==> config.mk <==
export PLATFORM = sky130hd
export DESIGN_NAME = tl_grant_finisher_flat
export DESIGN_NICKNAME = d
export VERILOG_FILES = /design/src/rtl/tl_pkg.sv /design/src/rtl/tl_grant_finisher_if.sv /design/src/rtl/tl_fifo.sv /design/src/rtl/tl_grant_finisher.sv /design/src/flat_wrapper.sv
export SDC_FILE = /design/constraint.sdc
export NUM_CORES = 1
export LEC_CHECK = 0
export ABC_AREA = 1
export BUFFER_PORTS_ARGS = -buffer_cell sky130_fd_sc_hd__buf_2
export CAP_MARGIN = 25
export CORE_MARGIN = 5
export CORE_UTILIZATION = 39
export CTS_BUF_LIST = sky130_fd_sc_hd__clkbuf_4 sky130_fd_sc_hd__clkbuf_8
export DETAILED_ROUTE_END_ITERATION = 16
export MAX_ROUTING_LAYER = met4
export PLACE_DENSITY = 0.92
export SYNTH_ARGS = -nofsm -noshare
export SYNTH_HDL_FRONTEND = slang
export SYNTH_SLANG_ARGS = --single-unit
==> constraint.sdc <==
create_clock -name clk -period 5.6 [get_ports clk]
set_input_delay 0.56 -clock clk [delete_from_list [all_inputs] [get_ports clk]]
set_output_delay 0.56 -clock clk [all_outputs]
set_load 0.05 [all_outputs]
==> src/rtl/tl_pkg.sv <==
// Shared grant encodings, field struct and type-decoding helpers for the grant finisher.
// Optional checker macro used by the top: TL_GRANT_FINISHER_CHECK_EN.
package tl_pkg;

    localparam int G_TYPE_W = 4;

    localparam logic [G_TYPE_W-1:0] GNT_VOLUNTARY_ACK  = 4'd0;
    localparam logic [G_TYPE_W-1:0] GNT_CACHE_DATA     = 4'd1;
    localparam logic [G_TYPE_W-1:0] GNT_GET_DATA_BLOCK = 4'd4;

    // Grant fields at the default widths (8 beats, 2-bit cxid, 4-bit mxid, 64-bit data).
    typedef struct packed {
        logic [2:0]          addr_beat;
        logic [1:0]          client_xact_id;
        logic [3:0]          manager_xact_id;
        logic                is_builtin_type;
        logic [G_TYPE_W-1:0] g_type;
        logic [63:0]         data;
        logic                client_id;
    } grant_t;

    function automatic logic is_multi_beat(input logic builtin, input logic [G_TYPE_W-1:0] g_type);
        return (builtin && g_type == GNT_GET_DATA_BLOCK) || (!builtin && g_type == GNT_CACHE_DATA);
    endfunction

    function automatic logic needs_finish(input logic builtin, input logic [G_TYPE_W-1:0] g_type);
        return !(builtin && g_type == GNT_VOLUNTARY_ACK);
    endfunction

endpackage

==> src/rtl/tl_grant_finisher_if.sv <==
// Grant-in / grant-out / finish handshake bundle for tl_grant_finisher.
// The slave modport is the finisher's view; master is the surrounding fabric.
interface tl_grant_finisher_if #(
    parameter int DATA_W    = 64,
    parameter int CXID_W    = 2,
    parameter int MXID_W    = 4,
    parameter int BEATS     = 8,
    parameter int FIN_DEPTH = 4
) ();
    import tl_pkg::*;

    localparam int BEAT_W = $clog2(BEATS);
    localparam int CNT_W  = $clog2(FIN_DEPTH) + 1;

    logic                gin_valid;
    logic                gin_ready;
    logic [BEAT_W-1:0]   gin_bits_addr_beat;
    logic [CXID_W-1:0]   gin_bits_client_xact_id;
    logic [MXID_W-1:0]   gin_bits_manager_xact_id;
    logic                gin_bits_is_builtin_type;
    logic [G_TYPE_W-1:0] gin_bits_g_type;
    logic [DATA_W-1:0]   gin_bits_data;
    logic                gin_bits_client_id;

    logic                gout_valid;
    logic                gout_ready;
    logic [BEAT_W-1:0]   gout_bits_addr_beat;
    logic [CXID_W-1:0]   gout_bits_client_xact_id;
    logic [MXID_W-1:0]   gout_bits_manager_xact_id;
    logic                gout_bits_is_builtin_type;
    logic [G_TYPE_W-1:0] gout_bits_g_type;
    logic [DATA_W-1:0]   gout_bits_data;
    logic                gout_bits_client_id;

    logic                finish_valid;
    logic                finish_ready;
    logic [MXID_W-1:0]   finish_bits_manager_xact_id;
    logic [CNT_W-1:0]    pend_cnt;

    modport slave (
        input  gin_valid, gin_bits_addr_beat, gin_bits_client_xact_id, gin_bits_manager_xact_id,
               gin_bits_is_builtin_type, gin_bits_g_type, gin_bits_data, gin_bits_client_id,
               gout_ready, finish_ready,
        output gin_ready, gout_valid, gout_bits_addr_beat, gout_bits_client_xact_id,
               gout_bits_manager_xact_id, gout_bits_is_builtin_type, gout_bits_g_type,
               gout_bits_data, gout_bits_client_id, finish_valid, finish_bits_manager_xact_id,
               pend_cnt
    );

    modport master (
        output gin_valid, gin_bits_addr_beat, gin_bits_client_xact_id, gin_bits_manager_xact_id,
               gin_bits_is_builtin_type, gin_bits_g_type, gin_bits_data, gin_bits_client_id,
               gout_ready, finish_ready,
        input  gin_ready, gout_valid, gout_bits_addr_beat, gout_bits_client_xact_id,
               gout_bits_manager_xact_id, gout_bits_is_builtin_type, gout_bits_g_type,
               gout_bits_data, gout_bits_client_id, finish_valid, finish_bits_manager_xact_id,
               pend_cnt
    );

endinterface

==> src/rtl/tl_fifo.sv <==
// Circular FIFO with a registered occupancy count; full/empty are decoded from the count.
module tl_fifo #(
    parameter int WIDTH = 4,
    parameter int DEPTH = 4
) (
    input  logic                   clk,
    input  logic                   reset,
    input  logic                   push,
    input  logic [WIDTH-1:0]       push_data,
    input  logic                   pop,
    output logic [WIDTH-1:0]       pop_data,
    output logic [$clog2(DEPTH):0] count,
    output logic                   full,
    output logic                   empty
);
    localparam int ADDR_W = $clog2(DEPTH);
    localparam int CNT_W  = ADDR_W + 1;

    logic [WIDTH-1:0]  mem [DEPTH];
    logic [ADDR_W-1:0] wr_ptr;
    logic [ADDR_W-1:0] rd_ptr;
    logic              do_push;
    logic              do_pop;

    assign full     = (count == CNT_W'(DEPTH));
    assign empty    = (count == '0);
    assign do_push  = push & ~full;
    assign do_pop   = pop & ~empty;
    assign pop_data = mem[rd_ptr];

    // NOTE: sequential state is updated with non-blocking assignments so every
    // register samples its pre-edge inputs, independent of statement order.
    always_ff @(posedge clk) begin
        if (reset) begin
            wr_ptr <= '0;
            rd_ptr <= '0;
            count  <= '0;
        end else begin
            if (do_push) wr_ptr <= wr_ptr + 1'b1;
            if (do_pop)  rd_ptr <= rd_ptr + 1'b1;
            case ({do_push, do_pop})
                2'b10:   count <= count + 1'b1;
                2'b01:   count <= count - 1'b1;
                default: count <= count;
            endcase
        end
    end

    // NOTE: storage is deliberately not reset; entries are only read once the
    // reset-cleared count marks them valid, so a reset here would only add fan-out.
    always_ff @(posedge clk) begin
        if (do_push) mem[wr_ptr] <= push_data;
    end

endmodule

==> src/rtl/tl_grant_finisher.sv <==
// Forwards manager grants to the client and queues a finish per completed grant.
// Define TL_GRANT_FINISHER_CHECK_EN to add the sticky protocol-error output err.
module tl_grant_finisher
    import tl_pkg::*;
#(
    parameter int DATA_W    = 64,
    parameter int CXID_W    = 2,
    parameter int MXID_W    = 4,
    parameter int BEATS     = 8,
    parameter int FIN_DEPTH = 4
) (
    input  logic               clk,
    input  logic               reset,
    tl_grant_finisher_if.slave io
`ifdef TL_GRANT_FINISHER_CHECK_EN
    ,
    output logic               err
`endif
);
    localparam int                BEAT_W    = $clog2(BEATS);
    localparam logic [BEAT_W-1:0] LAST_BEAT = BEAT_W'(BEATS - 1);

    // Views at the declared widths, so a mis-parameterised interface shows up as a width error.
    logic [DATA_W-1:0] data_fwd;
    logic [CXID_W-1:0] cxid_fwd;
    logic [MXID_W-1:0] mxid_fwd;

    logic [BEAT_W-1:0] beat_cnt;
    logic              multi;
    logic              need_fin;
    logic              last_beat;
    logic              stall;
    logic              hs;
    logic              push;
    logic              pop;
    logic              q_full;
    logic              q_empty;

    assign data_fwd = io.gin_bits_data;
    assign cxid_fwd = io.gin_bits_client_xact_id;
    assign mxid_fwd = io.gin_bits_manager_xact_id;

    assign io.gout_bits_addr_beat       = io.gin_bits_addr_beat;
    assign io.gout_bits_client_xact_id  = cxid_fwd;
    assign io.gout_bits_manager_xact_id = mxid_fwd;
    assign io.gout_bits_is_builtin_type = io.gin_bits_is_builtin_type;
    assign io.gout_bits_g_type          = io.gin_bits_g_type;
    assign io.gout_bits_data            = data_fwd;
    assign io.gout_bits_client_id       = io.gin_bits_client_id;

    assign multi     = is_multi_beat(io.gin_bits_is_builtin_type, io.gin_bits_g_type);
    assign need_fin  = needs_finish(io.gin_bits_is_builtin_type, io.gin_bits_g_type);
    assign last_beat = ~multi | (beat_cnt == LAST_BEAT);

    // Only a finish-producing last beat must wait for room; earlier beats flow freely.
    assign stall = last_beat & need_fin & q_full;

    assign io.gout_valid = io.gin_valid & ~stall & ~reset;
    assign io.gin_ready  = io.gout_ready & ~stall & ~reset;

    assign hs   = io.gin_valid & io.gin_ready;
    assign push = hs & last_beat & need_fin;
    assign pop  = io.finish_valid & io.finish_ready;

    assign io.finish_valid = ~q_empty;

    always_ff @(posedge clk) begin
        if (reset) begin
            beat_cnt <= '0;
        end else if (hs && multi) begin
            beat_cnt <= beat_cnt + 1'b1;
        end
    end

    tl_fifo #(
        .WIDTH (MXID_W),
        .DEPTH (FIN_DEPTH)
    ) u_fin_q (
        .clk       (clk),
        .reset     (reset),
        .push      (push),
        .push_data (mxid_fwd),
        .pop       (pop),
        .pop_data  (io.finish_bits_manager_xact_id),
        .count     (io.pend_cnt),
        .full      (q_full),
        .empty     (q_empty)
    );

`ifdef TL_GRANT_FINISHER_CHECK_EN
    logic beat_mismatch;
    logic empty_pop;

    assign beat_mismatch = hs & multi & (io.gin_bits_addr_beat != beat_cnt);
    assign empty_pop     = io.finish_ready & q_empty;

    always_ff @(posedge clk) begin
        if (reset) begin
            err <= 1'b0;
        end else if (beat_mismatch || empty_pop) begin
            err <= 1'b1;
        end
    end
`endif

endmodule

==> src/flat_wrapper.sv <==
// flat-port wrapper written by rule: the top's interface ports become plain ports
module tl_grant_finisher_flat import tl_pkg::*;
#(
    parameter int DATA_W    = 64,
    parameter int CXID_W    = 2,
    parameter int MXID_W    = 4,
    parameter int BEATS     = 8,
    parameter int FIN_DEPTH = 4
)
  (clk, reset, io_gin_valid, io_gin_bits_addr_beat, io_gin_bits_client_xact_id, io_gin_bits_manager_xact_id, io_gin_bits_is_builtin_type, io_gin_bits_g_type, io_gin_bits_data, io_gin_bits_client_id, io_gout_ready, io_finish_ready, io_gin_ready, io_gout_valid, io_gout_bits_addr_beat, io_gout_bits_client_xact_id, io_gout_bits_manager_xact_id, io_gout_bits_is_builtin_type, io_gout_bits_g_type, io_gout_bits_data, io_gout_bits_client_id, io_finish_valid, io_finish_bits_manager_xact_id, io_pend_cnt);
  tl_grant_finisher_if #(.DATA_W(DATA_W), .CXID_W(CXID_W), .MXID_W(MXID_W), .BEATS(BEATS), .FIN_DEPTH(FIN_DEPTH)) io_i ();
  input  logic clk;
  input  logic reset;
  input wire logic [$bits(io_i.gin_valid)-1:0] io_gin_valid;
  input wire logic [$bits(io_i.gin_bits_addr_beat)-1:0] io_gin_bits_addr_beat;
  input wire logic [$bits(io_i.gin_bits_client_xact_id)-1:0] io_gin_bits_client_xact_id;
  input wire logic [$bits(io_i.gin_bits_manager_xact_id)-1:0] io_gin_bits_manager_xact_id;
  input wire logic [$bits(io_i.gin_bits_is_builtin_type)-1:0] io_gin_bits_is_builtin_type;
  input wire logic [$bits(io_i.gin_bits_g_type)-1:0] io_gin_bits_g_type;
  input wire logic [$bits(io_i.gin_bits_data)-1:0] io_gin_bits_data;
  input wire logic [$bits(io_i.gin_bits_client_id)-1:0] io_gin_bits_client_id;
  input wire logic [$bits(io_i.gout_ready)-1:0] io_gout_ready;
  input wire logic [$bits(io_i.finish_ready)-1:0] io_finish_ready;
  output wire logic [$bits(io_i.gin_ready)-1:0] io_gin_ready;
  output wire logic [$bits(io_i.gout_valid)-1:0] io_gout_valid;
  output wire logic [$bits(io_i.gout_bits_addr_beat)-1:0] io_gout_bits_addr_beat;
  output wire logic [$bits(io_i.gout_bits_client_xact_id)-1:0] io_gout_bits_client_xact_id;
  output wire logic [$bits(io_i.gout_bits_manager_xact_id)-1:0] io_gout_bits_manager_xact_id;
  output wire logic [$bits(io_i.gout_bits_is_builtin_type)-1:0] io_gout_bits_is_builtin_type;
  output wire logic [$bits(io_i.gout_bits_g_type)-1:0] io_gout_bits_g_type;
  output wire logic [$bits(io_i.gout_bits_data)-1:0] io_gout_bits_data;
  output wire logic [$bits(io_i.gout_bits_client_id)-1:0] io_gout_bits_client_id;
  output wire logic [$bits(io_i.finish_valid)-1:0] io_finish_valid;
  output wire logic [$bits(io_i.finish_bits_manager_xact_id)-1:0] io_finish_bits_manager_xact_id;
  output wire logic [$bits(io_i.pend_cnt)-1:0] io_pend_cnt;
  assign io_i.gin_valid = io_gin_valid;
  assign io_i.gin_bits_addr_beat = io_gin_bits_addr_beat;
  assign io_i.gin_bits_client_xact_id = io_gin_bits_client_xact_id;
  assign io_i.gin_bits_manager_xact_id = io_gin_bits_manager_xact_id;
  assign io_i.gin_bits_is_builtin_type = io_gin_bits_is_builtin_type;
  assign io_i.gin_bits_g_type = io_gin_bits_g_type;
  assign io_i.gin_bits_data = io_gin_bits_data;
  assign io_i.gin_bits_client_id = io_gin_bits_client_id;
  assign io_i.gout_ready = io_gout_ready;
  assign io_i.finish_ready = io_finish_ready;
  assign io_gin_ready = io_i.gin_ready;
  assign io_gout_valid = io_i.gout_valid;
  assign io_gout_bits_addr_beat = io_i.gout_bits_addr_beat;
  assign io_gout_bits_client_xact_id = io_i.gout_bits_client_xact_id;
  assign io_gout_bits_manager_xact_id = io_i.gout_bits_manager_xact_id;
  assign io_gout_bits_is_builtin_type = io_i.gout_bits_is_builtin_type;
  assign io_gout_bits_g_type = io_i.gout_bits_g_type;
  assign io_gout_bits_data = io_i.gout_bits_data;
  assign io_gout_bits_client_id = io_i.gout_bits_client_id;
  assign io_finish_valid = io_i.finish_valid;
  assign io_finish_bits_manager_xact_id = io_i.finish_bits_manager_xact_id;
  assign io_pend_cnt = io_i.pend_cnt;
  tl_grant_finisher #(.DATA_W(DATA_W), .CXID_W(CXID_W), .MXID_W(MXID_W), .BEATS(BEATS), .FIN_DEPTH(FIN_DEPTH)) u_core (.clk(clk), .reset(reset), .io(io_i));
endmodule
# Yosys cells after proc, flatten, opt, wreduce, memory -nomap -nowiden
# Memories as Yosys holds them, arrays and structs flattened. A register that Yosys moved wholly into a read port is not among the register bits.
# Cells that the tools add are included.
[classes] n_addsub=5 n_eq_ne=6 n_mux=5 bitwise_logic=18 n_reduce_logical=10
[op_table] op="bitwise AND 1 bit" count=12
[op_table] op="adder 3 x 1 -> 3 bit, second input constant" count=2
[op_table] op="== test 3 bit, second input constant" count=2
[op_table] op="one-hot mux 3 bit (2 select lines)" count=1
[op_table] op="NOT 1 bit" count=5
[op_table] op="adder 2 x 1 -> 2 bit, second input constant" count=2
[op_table] op="== test 4 x 1 -> 1 bit, second input constant" count=1
[op_table] op="== test 4 x 3 -> 1 bit, second input constant" count=1
[op_table] op="logical AND 1 bit" count=4
[op_table] op="zero test 4 bit" count=1
[op_table] op="2-to-1 mux 2 bit" count=2
[op_table] op="zero test 3 bit" count=1
[op_table] op="subtractor 3 x 1 -> 3 bit, second input constant" count=1
[op_table] op="== test 2 x 1 -> 1 bit, second input constant" count=1
[op_table] op="== test 2 bit, second input constant" count=1
[op_table] op="zero test 1 bit" count=2
[op_table] op="2-to-1 mux 1 bit" count=2
[op_table] op="nonzero test 2 bit" count=1
[op_table] op="logical OR 1 bit" count=1
[op_table] op="OR 1 bit" count=1
[word_totals] ff_bits=10 ram_bits=16 inputBits=84 out_inout_bits=89 wordCells=49 memories=1
[mem_list] memory="u_core.u_fin_q.mem" words=4 word_bits=4 rd=1 rd_clocked_by_memory_dff=1 wr=1 line_no="tl_fifo.sv:19" text="logic [WIDTH-1:0] mem [DEPTH];"

# Logic depth before layout (Yosys ltp)
# Gate-level depths: netlist (run 1).
[logic_depth] depth_word=16 ltp_mapped=13 depth_no_buf=13

# Hierarchy
# From an unflattened synthesis (run 1), not the netlist that was laid out.
[hier_totals] hier_cells=235 hier_area_um2=2024.4
[by_module_without_submodules] module="tl_fifo" instances=1 cells_per_inst=109 area_per_inst_um2=1114.8 seq_area_each_um2=660.6
[by_module_without_submodules] module="tl_grant_finisher" instances=1 cells_per_inst=126 area_per_inst_um2=909.6 seq_area_each_um2=60.1

# Worst setup path before layout (run 1)
# Ideal clock, no wire load.
[synth_path] path_type="flip-flop to flip-flop" start="register u_core.u_fin_q.count[0]" end="register u_core.u_fin_q.count[2]" setup_ns=0.122 arrival_time_ns=2.404 path_slack_ns=3.074 stages_incl_launch_ff=12 n_path_buf=0 period_less_slack_ns=2.526 path_cell_list="dfxtp_1 > inv_1 > nand3_1 > nand2_1 > inv_2 > ha_1 > inv_1 > fa_1 > a21oi_1 > o21ai_0 > o21ai_0 > a21oi_1"
[synth_rtl] item="start, declared" line_no="tl_fifo.sv:12" text="output logic [$clog2(DEPTH):0] count,"
[synth_rtl] item="start signal, assigned" line_no="tl_fifo.sv:42" text="2'b10: count <= count + 1'b1;"
[synth_rtl] item="start signal, assigned" line_no="tl_fifo.sv:43" text="2'b01: count <= count - 1'b1;"
[synth_rtl] item="start signal, assigned" line_no="tl_fifo.sv:44" text="default: count <= count;"
[synth_rtl] item="zero test 3 bit (*)" line_no="tl_fifo.sv:26" text="assign empty = (count == '0);"
[synth_rtl] item="NOT 1 bit (*)" line_no="tl_grant_finisher.sv:65" text="assign io.finish_valid = ~q_empty;"
[synth_rtl] item="via io_finish_valid" line_no="flat_wrapper.sv:33" text="output wire logic [$bits(io_i.finish_valid)-1:0] io_finish_valid;"
[synth_rtl] item="bitwise AND 1 bit" line_no="tl_grant_finisher.sv:63" text="assign pop = io.finish_valid & io.finish_ready;"
[synth_rtl] item="bitwise AND 1 bit (*)" line_no="tl_fifo.sv:28" text="assign do_pop = pop & ~empty;"
[synth_rtl] item="via u_core.u_fin_q.do_pop" line_no="tl_fifo.sv:23" text="logic do_pop;"
[synth_rtl] item="== test 2 x 1 -> 1 bit or == test 2 bit (tied branches)" line_no="tl_fifo.sv:41" text="case ({do_push, do_pop})"
[synth_rtl] item="one-hot mux 3 bit (2 select lines) or nonzero test 2 bit (tied branches)"
# The timed path passes the listed nets; every way through them passes the cells marked *.
# A chain may end at the register's enable or synchronous reset.

# Worst setup path in the final report (run 1)
[layout_path] start="register u_core.u_fin_q.count[2]" end="register u_core.u_fin_q.count[2]"
[layout_via] elab_chain_cells=11
[layout_lines] item="== test 3 bit" line_no="tl_fifo.sv:25" text="assign full = (count == CNT_W'(DEPTH));"
[layout_lines] item="bitwise AND 1 bit" line_no="tl_grant_finisher.sv:56" text="assign stall = last_beat & need_fin & q_full;"
[layout_lines] item="NOT 1 bit" line_no="tl_grant_finisher.sv:59" text="assign io.gin_ready = io.gout_ready & ~stall & ~reset;"
[layout_lines] item="bitwise AND 1 bit (2 in series)" line_no="tl_grant_finisher.sv:59"
[layout_lines] item="bitwise AND 1 bit" line_no="tl_grant_finisher.sv:61" text="assign hs = io.gin_valid & io.gin_ready;"
[layout_lines] item="bitwise AND 1 bit (2 in series)" line_no="tl_grant_finisher.sv:62" text="assign push = hs & last_beat & need_fin;"
[layout_lines] item="bitwise AND 1 bit" line_no="tl_fifo.sv:27" text="assign do_push = push & ~full;"
[layout_lines] item="== test 2 x 1 -> 1 bit or == test 2 bit (tied branches)" line_no="tl_fifo.sv:41"
[layout_lines] item="one-hot mux 3 bit (2 select lines) or nonzero test 2 bit (tied branches)"
# Several ways; a longest one is shown, not always the timed one.

==> results of run 1 <==
[sequential cells by signal, indices dropped and copies added (netlist names), named ones only]
signal / flops
u_core.u_fin_q.mem: 16
u_core.beat_cnt: 3
u_core.u_fin_q.count: 3
u_core.u_fin_q.rd_ptr: 2
u_core.u_fin_q.wr_ptr: 2
[cell families after synthesis]
group / Yosys count
simple gates: 53
buf+inv: 109
compound gates: 24
fa+ha+maj: 8
flops: 28
[cell usage after synthesis (2+ instances only)]
cell type / n / area share [%]
sky130_fd_sc_hd__a21oi_1: 5 / 1.3
sky130_fd_sc_hd__buf_4: 79 / 31
sky130_fd_sc_hd__dfxtp_1: 12 / 12
sky130_fd_sc_hd__edfxtp_1: 16 / 25
sky130_fd_sc_hd__ha_1: 7 / 4.5
sky130_fd_sc_hd__inv_1: 26 / 5.0
sky130_fd_sc_hd__inv_2: 2 / 0.39
sky130_fd_sc_hd__nand2_1: 13 / 2.5
sky130_fd_sc_hd__nand3_1: 3 / 0.77
sky130_fd_sc_hd__nand3_2: 3 / 1.5
sky130_fd_sc_hd__nand4_4: 2 / 2.2
sky130_fd_sc_hd__nor2_1: 25 / 4.8
sky130_fd_sc_hd__nor2_2: 4 / 1.3
sky130_fd_sc_hd__o21ai_0: 12 / 3.1
sky130_fd_sc_hd__o22ai_1: 4 / 1.3
[placed cells by master, fill, tap and decap left out, drive strengths merged, types with 2 or more instances in the layout]
| cell | netlist | routed |
|---|---|---|
| inv | 28 | 28 |
| clkbuf | 1 | 3 |
| nor2 | 29 | 29 |
| edfxtp | 16 | 16 |
| nand4 | 2 | 2 |
| clkinv | 1 | 2 |
| o21ai | 13 | 13 |
| dfxtp | 12 | 12 |
| nand3 | 6 | 6 |
| buf | 79 | 32 |
| nand2 | 15 | 15 |
| a21oi | 6 | 6 |
| o22ai | 4 | 4 |
| ha | 7 | 7 |
[per-stage QoR]
step / setup WS, ns / instance area (um^2) / cells / util, %
global route: 3.13 / 1640 / 245 / 34.2
detailed placement: 3.18 / 1590 / 241 / 33.2
floorplan: 3.07 / 1940 / 222 / -
global placement: 3.26 / 1590 / 241 / 33.2
finish: 3.41 / 1640 / 245 / 34.2
CTS: 3.40 / 1640 / 245 / 34.2
[per-layer routing]
metal | wire length (um) | track usage (%) | vias to the layer above
li1 | - | - | 532
met4 | 91 | 4.22 | 0
met1 | 1080 | 9.81 | 479
met2 | 2020 | 21.5 | 71
met3 | 572 | 6.17 | 20
met5 | 0 | - | -
[final timing paths]
| kind | end | cells after the start |
|---|---|---|
| worst min-delay path | register | 2 |
| worst min register to register | register | 2 |
| worst max register to register | u_core.u_fin_q.count[2]$_SDFFE_PP0P_ | 11 |
| worst max-delay path | u_core.u_fin_q.count[2]$_SDFFE_PP0P_ | 11 |
[power groups by stage]
stage                     logic (mW)  registers (mW)  clock network, mW
after global routing           0.241           0.251              0.119
final                          0.222           0.248              0.106
after detailed placement       0.223           0.252                  0
after global placement         0.218           0.252                  0
after CTS                      0.224           0.248              0.106
after floorplan                0.289           0.271                  0
[critical path, cell delays in order (launching register included)]
cell and delay (ns):
sky130_fd_sc_hd__dfxtp_1 0.34, sky130_fd_sc_hd__inv_1 0.07, sky130_fd_sc_hd__nor3_1 0.29, sky130_fd_sc_hd__inv_1 0.13
sky130_fd_sc_hd__nand4_4 0.17, sky130_fd_sc_hd__ha_1 0.17, sky130_fd_sc_hd__inv_1 0.06, sky130_fd_sc_hd__fa_1 0.37
sky130_fd_sc_hd__a21oi_1 0.14, sky130_fd_sc_hd__o21ai_0 0.11, sky130_fd_sc_hd__o21ai_0 0.17, sky130_fd_sc_hd__a21oi_1 0.05
[final cells by class]
type                       instances  area (um^2)
timing repair buffer              32          160
multi-input combinational         85          517
fill                             473         3150
inverter                          29          109
clock inverter                     1         3.75
sequential                        28          721
clock buffer                       3         41.3
tap                               67         83.8
==> impl_metrics.tcl, run 1 <==
set metrics [dict create \
    run_status "finished clean" \
    max_freq_ghz 0.456 \
    report.final.setup_viol 0 \
    number_of_enable_flip_flop_cells_after_synthesis 16 \
    post_synth_and_or_nand_nor_area_fraction_pct 14.3 \
    largest_net_degree_at_the_start_of_global_routing 16 \
    gr-total-overflow 0 \
    ys_warn_count 0 \
    hold_class "reg -> reg" \
    cts_root_buf "sky130_fd_sc_hd__clkbuf_8" \
    holdCritStartpoint "u_core.u_fin_q.rd_ptr[1]$_SDFFE_PP0P_" \
    routed_via_density 4.50 \
    leakage_nw 0.718 \
    netlist_area_mm2 0.00194 \
    postRouteAntennaNets 0 \
    clock_sinks 28 \
    clock-skew-final_ns 0.00303 \
    wl_per_cell_um 15.4 \
    dp_hpwl_um 3300 \
    drt_pre_antenna_iters 4 \
    timing_worst_slew_pin_value_ns 0.417 \
    cts_made_buffers 3 \
    synth_top_family_by_area "buffers and inverters" \
    clkPwrFrac_pct 18.4 \
    final_net_count 271 \
    totalPowerFinal_mw 0.575 \
    clk_latency_ns 0.27 \
    gp_congestion 0.728 \
    irDropWorstVdd_uv 296 \
    final.min_clock_period_ns 2.19 \
    detailroute.via_count 1102 \
    worstPathRequired_ns 5.76 \
    setup_repair_after_global_routing_missed_its_margin "false" \
    critPathKind "reg -> reg" \
    track_usage_pct 11.6 \
    critPathMaxFanout 9 \
    internal-power_mw 0.334 \
    pd_cells_mw_per_mm2 351 \
    fin_tns_setup_ns 0 \
    power.switching_fraction_pct 41.8 \
    yosys-mux-area-fraction_pct 0 \
    number_of_antenna_violations_at_the_first_check_in_global_routing 0 \
    cts-resized-gates 0 \
    dieArea_mm2 0.00649 \
    drive_gt1_share_pct 27.5 \
    setup.worst_path.start "u_core.u_fin_q.count[2]$_SDFFE_PP0P_" \
    combPwrFrac_pct 38.6 \
    synth_seq_cells 28 \
    core_area_mm2 0.00479 \
    postSynthCellCount 222 \
    first_pass_grt_wire_length_um 5600 \
    setup.worst_path.end_class "register" \
    critPathLaunchType "register" \
    worstPathArrival_ns 2.36 \
    antenna_cells_inserted 0 \
    rows 25 \
    cts.hold.buffers_added 0 \
    die_w_um 80.6 \
    sequential_power_share_pct 43.1 \
    start_util_pct 40.6 \
    htreeDepth 1 \
    maxSlewHeadroom_pct 72.1 \
    syn-mean-instance-area_um2 8.75 \
    drt_drc_violations_left 0 \
    synth_compound_gate_area_share_pct 6.76 \
    p_switching_mw 0.240 \
    hold-worst-slack_ns 0.483 \
    initialDrtViolationCount 32 \
    tritoncts "done" \
    timing.final.hold_violations 0 \
    cts.repair_timing.setup_buffer_count 0 \
    dominantRegCellSynth "sky130_fd_sc_hd__edfxtp_1" \
    netlist-cell-type-count 24 \
    first_global_vias 1072 \
    layout-area-overhead-vs-synth_pct -15.8 \
    final_worst_path_period_share_pct 39.2 \
    synth_xor_area_share_pct 0 \
    synth-seq-area-share_pct 37.1 \
    synth_adder_area_share_pct 5.54 \
    ioPinCount 173 \
    wl_um 3760 \
    cap_violations 0 \
    async_reset_ff_share_pct 0 \
    die_height_um 80.6 \
    r2r_start "u_core.u_fin_q.count[2]$_SDFFE_PP0P_" \
    reg2reg_setup_slack_ns 3.41 \
    timing_max_transition_violations_final 0 \
    portbufs 32 \
    mappedNetlistNets 314 \
    clk_transition_reported_paths_ns 0.09 \
    cts_buffer_depth 2 \
]
Power figures use the tool's default switching activity.
==> run 2: changes to the inputs <==
--- a/config.mk
+++ b/config.mk
@@ -9,11 +9,11 @@
 export BUFFER_PORTS_ARGS = -buffer_cell sky130_fd_sc_hd__buf_2
 export CAP_MARGIN = 25
 export CORE_MARGIN = 5
-export CORE_UTILIZATION = 39
+export CORE_UTILIZATION = 35
 export CTS_BUF_LIST = sky130_fd_sc_hd__clkbuf_4 sky130_fd_sc_hd__clkbuf_8
 export DETAILED_ROUTE_END_ITERATION = 16
 export MAX_ROUTING_LAYER = met4
-export PLACE_DENSITY = 0.92
+export PLACE_DENSITY = 0.88
 export SYNTH_ARGS = -nofsm -noshare
 export SYNTH_HDL_FRONTEND = slang
 export SYNTH_SLANG_ARGS = --single-unit
==> constraint.sdc (replaced) <==
create_clock -name clk -period 1.91 [get_ports clk]
set_input_delay 0.191 -clock clk [delete_from_list [all_inputs] [get_ports clk]]
set_output_delay 0.191 -clock clk [all_outputs]
set_load 0.05 [all_outputs]
==> impl_metrics.tcl, run 2 (synthesized netlist as in run 1, its figures left out) <==
set metrics [dict create \
    antenna_cells_inserted 0 \
    final.min_clock_period_ns 1.88 \
    gp_congestion 0.760 \
    hold_class "in -> reg" \
    report.final.setup_viol 0 \
    layout_commonest_cell "sky130_fd_sc_hd__buf_2" \
    final_net_count 276 \
    timing_max_transition_violations_final 0 \
    irDropWorstVdd_uv 700 \
    worstPathRequired_ns 2.08 \
    worst_path_largest_cell_delay_ns 0.36 \
    critical_path_depth 12 \
    ioPinCount 173 \
    cell_class_contributing_the_biggest_share_of_worst_path_delay "adder cells" \
    utilization_pct 33.1 \
    first_global_vias 1157 \
    total_area_of_multi_input_combinational_cells_um2 596 \
    filler_cell_count 523 \
    path_cells "ha_4 -> ha_4 -> inv_4 -> a21oi_4 -> nand4_4 -> ha_4 -> inv_2 -> fa_2 -> a21oi_2 -> o21ai_2 -> o21ai_1 -> a21oi_1" \
    cts_root_buf "sky130_fd_sc_hd__clkbuf_8" \
    worst-r2r-cell-count 12 \
    start_util_pct 35.7 \
    clock-skew-final_ns 0.00162 \
    p_switching_mw 0.769 \
    timing.final.hold_violations 0 \
    timing_worst_slew_pin_value_ns 0.410 \
    track_usage_pct 10.6 \
    final_worst_path_period_share_pct 98.3 \
    largest_register "u_core.u_fin_q.mem" \
    layout-area-overhead-vs-synth_pct -7.21 \
    worstPathArrival_ns 2.05 \
    biggestRegsByFlops "u_core.u_fin_q.mem: 16 flops, u_core.beat_cnt: 3 flops, u_core.u_fin_q.count: 3 flops" \
    critPathLaunchType "register" \
    core_area_mm2 0.00544 \
    setup.worst_path.start "u_core.beat_cnt[1]$_SDFFE_PP0P_" \
    maxSlewHeadroom_pct 72.5 \
    wl_per_cell_um 15.1 \
    buffers_and_inverters_on_the_worst_path 2 \
    cts_buffer_depth 2 \
    setup.worst_path.end_class "register" \
    critPathKind "reg -> reg" \
    cts.hold.buffers_added 0 \
    ff_latch_area_um2 734 \
    wl_um 3850 \
    critPathMaxFanout 2 \
    htreeDepth 1 \
    r2r_start "u_core.beat_cnt[1]$_SDFFE_PP0P_" \
    routed_via_density 4.37 \
    die_height_um 84.5 \
    drt_drc_violations_left 0 \
    leakage_nw 0.762 \
    clkPwrFrac_pct 23.5 \
    reg2reg_setup_slack_ns 0.03 \
    run_status "finished clean" \
    dieArea_mm2 0.00714 \
    clk_transition_reported_paths_ns 0.09 \
    internal-power_mw 1.18 \
    drt_pre_antenna_iters 4 \
    clock_sinks 28 \
    die_w_um 84.5 \
    dp_hpwl_um 3090 \
    power.switching_fraction_pct 39.5 \
    setup_repair_after_global_routing_missed_its_margin "true" \
    drive_gt1_share_pct 39.3 \
    initialDrtViolationCount 18 \
    rows 27 \
    cap_violations 0 \
    portbufs 32 \
    cts_made_buffers 3 \
    number_of_antenna_violations_at_the_first_check_in_global_routing 0 \
    detailroute.via_count 1115 \
    gr-total-overflow 0 \
    postRouteAntennaNets 0 \
    crit_slowest_cell "sky130_fd_sc_hd__fa_2" \
    sequential_power_share_pct 38.6 \
    first_pass_grt_wire_length_um 5750 \
    pd_cells_mw_per_mm2 1080 \
    critical_path.reg2reg.endpoint "u_core.u_fin_q.count[2]$_SDFFE_PP0P_" \
    totalPowerFinal_mw 1.95 \
    clk_latency_ns 0.27 \
    largest_net_degree_at_the_start_of_global_routing 17 \
    tritoncts "done" \
    crit_path_end "u_core.u_fin_q.count[2]$_SDFFE_PP0P_" \
    largest_register_ff_count 16 \
    max_freq_ghz 0.533 \
    combPwrFrac_pct 37.9 \
    final_cell_mix "32 x sky130_fd_sc_hd__buf_2, 25 x sky130_fd_sc_hd__nor2_1, 22 x sky130_fd_sc_hd__inv_1" \
    crit_path_frequent_cell "sky130_fd_sc_hd__ha_4" \
]
[run 2: changes by cell type in the layout (fill, tap and decap cells not counted), sizes merged]
cell | before | now
bufinv | 0 | 1
clkinv | 2 | 1
buf | 32 | 37
[run 2: cell type report]
class	instances	share of cell area, %
inverters	29	6.32
repair buffers	37	11.0
well taps	72	5.00
clock buffers	3	2.29
multi-input cells	85	33.0
flip-flops and latches	28	40.7
clock inverters	1	1.67
[run 2: per-stage QoR]
stage                     setup TNS, ns  instance area [um^2]  hold WS [ns]  worst slack (ns)  instances
after global placement                0                  1670         0.382            0.0222        250
after global routing            -0.0730                  1800         0.134           -0.0730        255
final                                 0                  1800         0.137            0.0325        255
after floorplan                       0                  1980         0.290           0.00637        222
after detailed placement        -0.0848                  1670         0.382           -0.0648        250
after CTS                             0                  1790         0.134           0.00613        255
[run 2: worst min-delay path by stage]
stage                                    from                            endpoint  slack [ns]  cells past startpoint
2_1_floorplan  io_gin_bits_manager_xact_id[0]  u_core.u_fin_q.mem[0][0]$_DFFE_PP_        0.29                      0
3_3_place_gp             io_gin_bits_data[27]               io_gout_bits_data[27]        0.38                      0
3_5_place_dp             io_gin_bits_data[27]               io_gout_bits_data[27]        0.38                      0
4_1_cts        io_gin_bits_manager_xact_id[2]  u_core.u_fin_q.mem[0][2]$_DFFE_PP_        0.13                      1
5_1_grt        io_gin_bits_manager_xact_id[3]  u_core.u_fin_q.mem[3][3]$_DFFE_PP_        0.13                      1
6_report       io_gin_bits_manager_xact_id[3]  u_core.u_fin_q.mem[0][3]$_DFFE_PP_        0.14                      1
[run 2: what timing repair did]
item | CTS | global route
pin swaps | 7 | 5
setup buffers | 1 | 0
endpoints found under the setup margin | 2 | 2
cloned | 0 | 0
resized for setup | 10 | 3
[run 2: per-layer routing]
metal	share of wire (%)	global-route usage, %	up-vias
met5	0	-	-
met4	4.5	6.91	0
met3	11	3.93	20
met2	55	19.7	66
met1	30	8.44	485
li1	-	-	544
[run 2: power by group through the flow]
stage	clock network (mW)	logic, mW	registers [mW]
2_1_floorplan	0	0.884	0.819
3_3_place_gp	0	0.686	0.763
3_5_place_dp	0	0.707	0.763
4_1_cts	0.471	0.726	0.751
5_1_grt	0.493	0.799	0.762
6_report	0.458	0.740	0.751
[run 2: worst register-to-register path, stage by stage, from the launching register on]
cell and delay, ns:
sky130_fd_sc_hd__dfxtp_2 0.34, sky130_fd_sc_hd__ha_4 0.16, sky130_fd_sc_hd__ha_4 0.16, sky130_fd_sc_hd__inv_4 0.06, sky130_fd_sc_hd__a21oi_4 0.05, sky130_fd_sc_hd__nand4_4 0.08
sky130_fd_sc_hd__ha_4 0.14, sky130_fd_sc_hd__inv_2 0.04, sky130_fd_sc_hd__fa_2 0.36, sky130_fd_sc_hd__a21oi_2 0.16, sky130_fd_sc_hd__o21ai_2 0.07, sky130_fd_sc_hd__o21ai_1 0.11
sky130_fd_sc_hd__a21oi_1 0.05
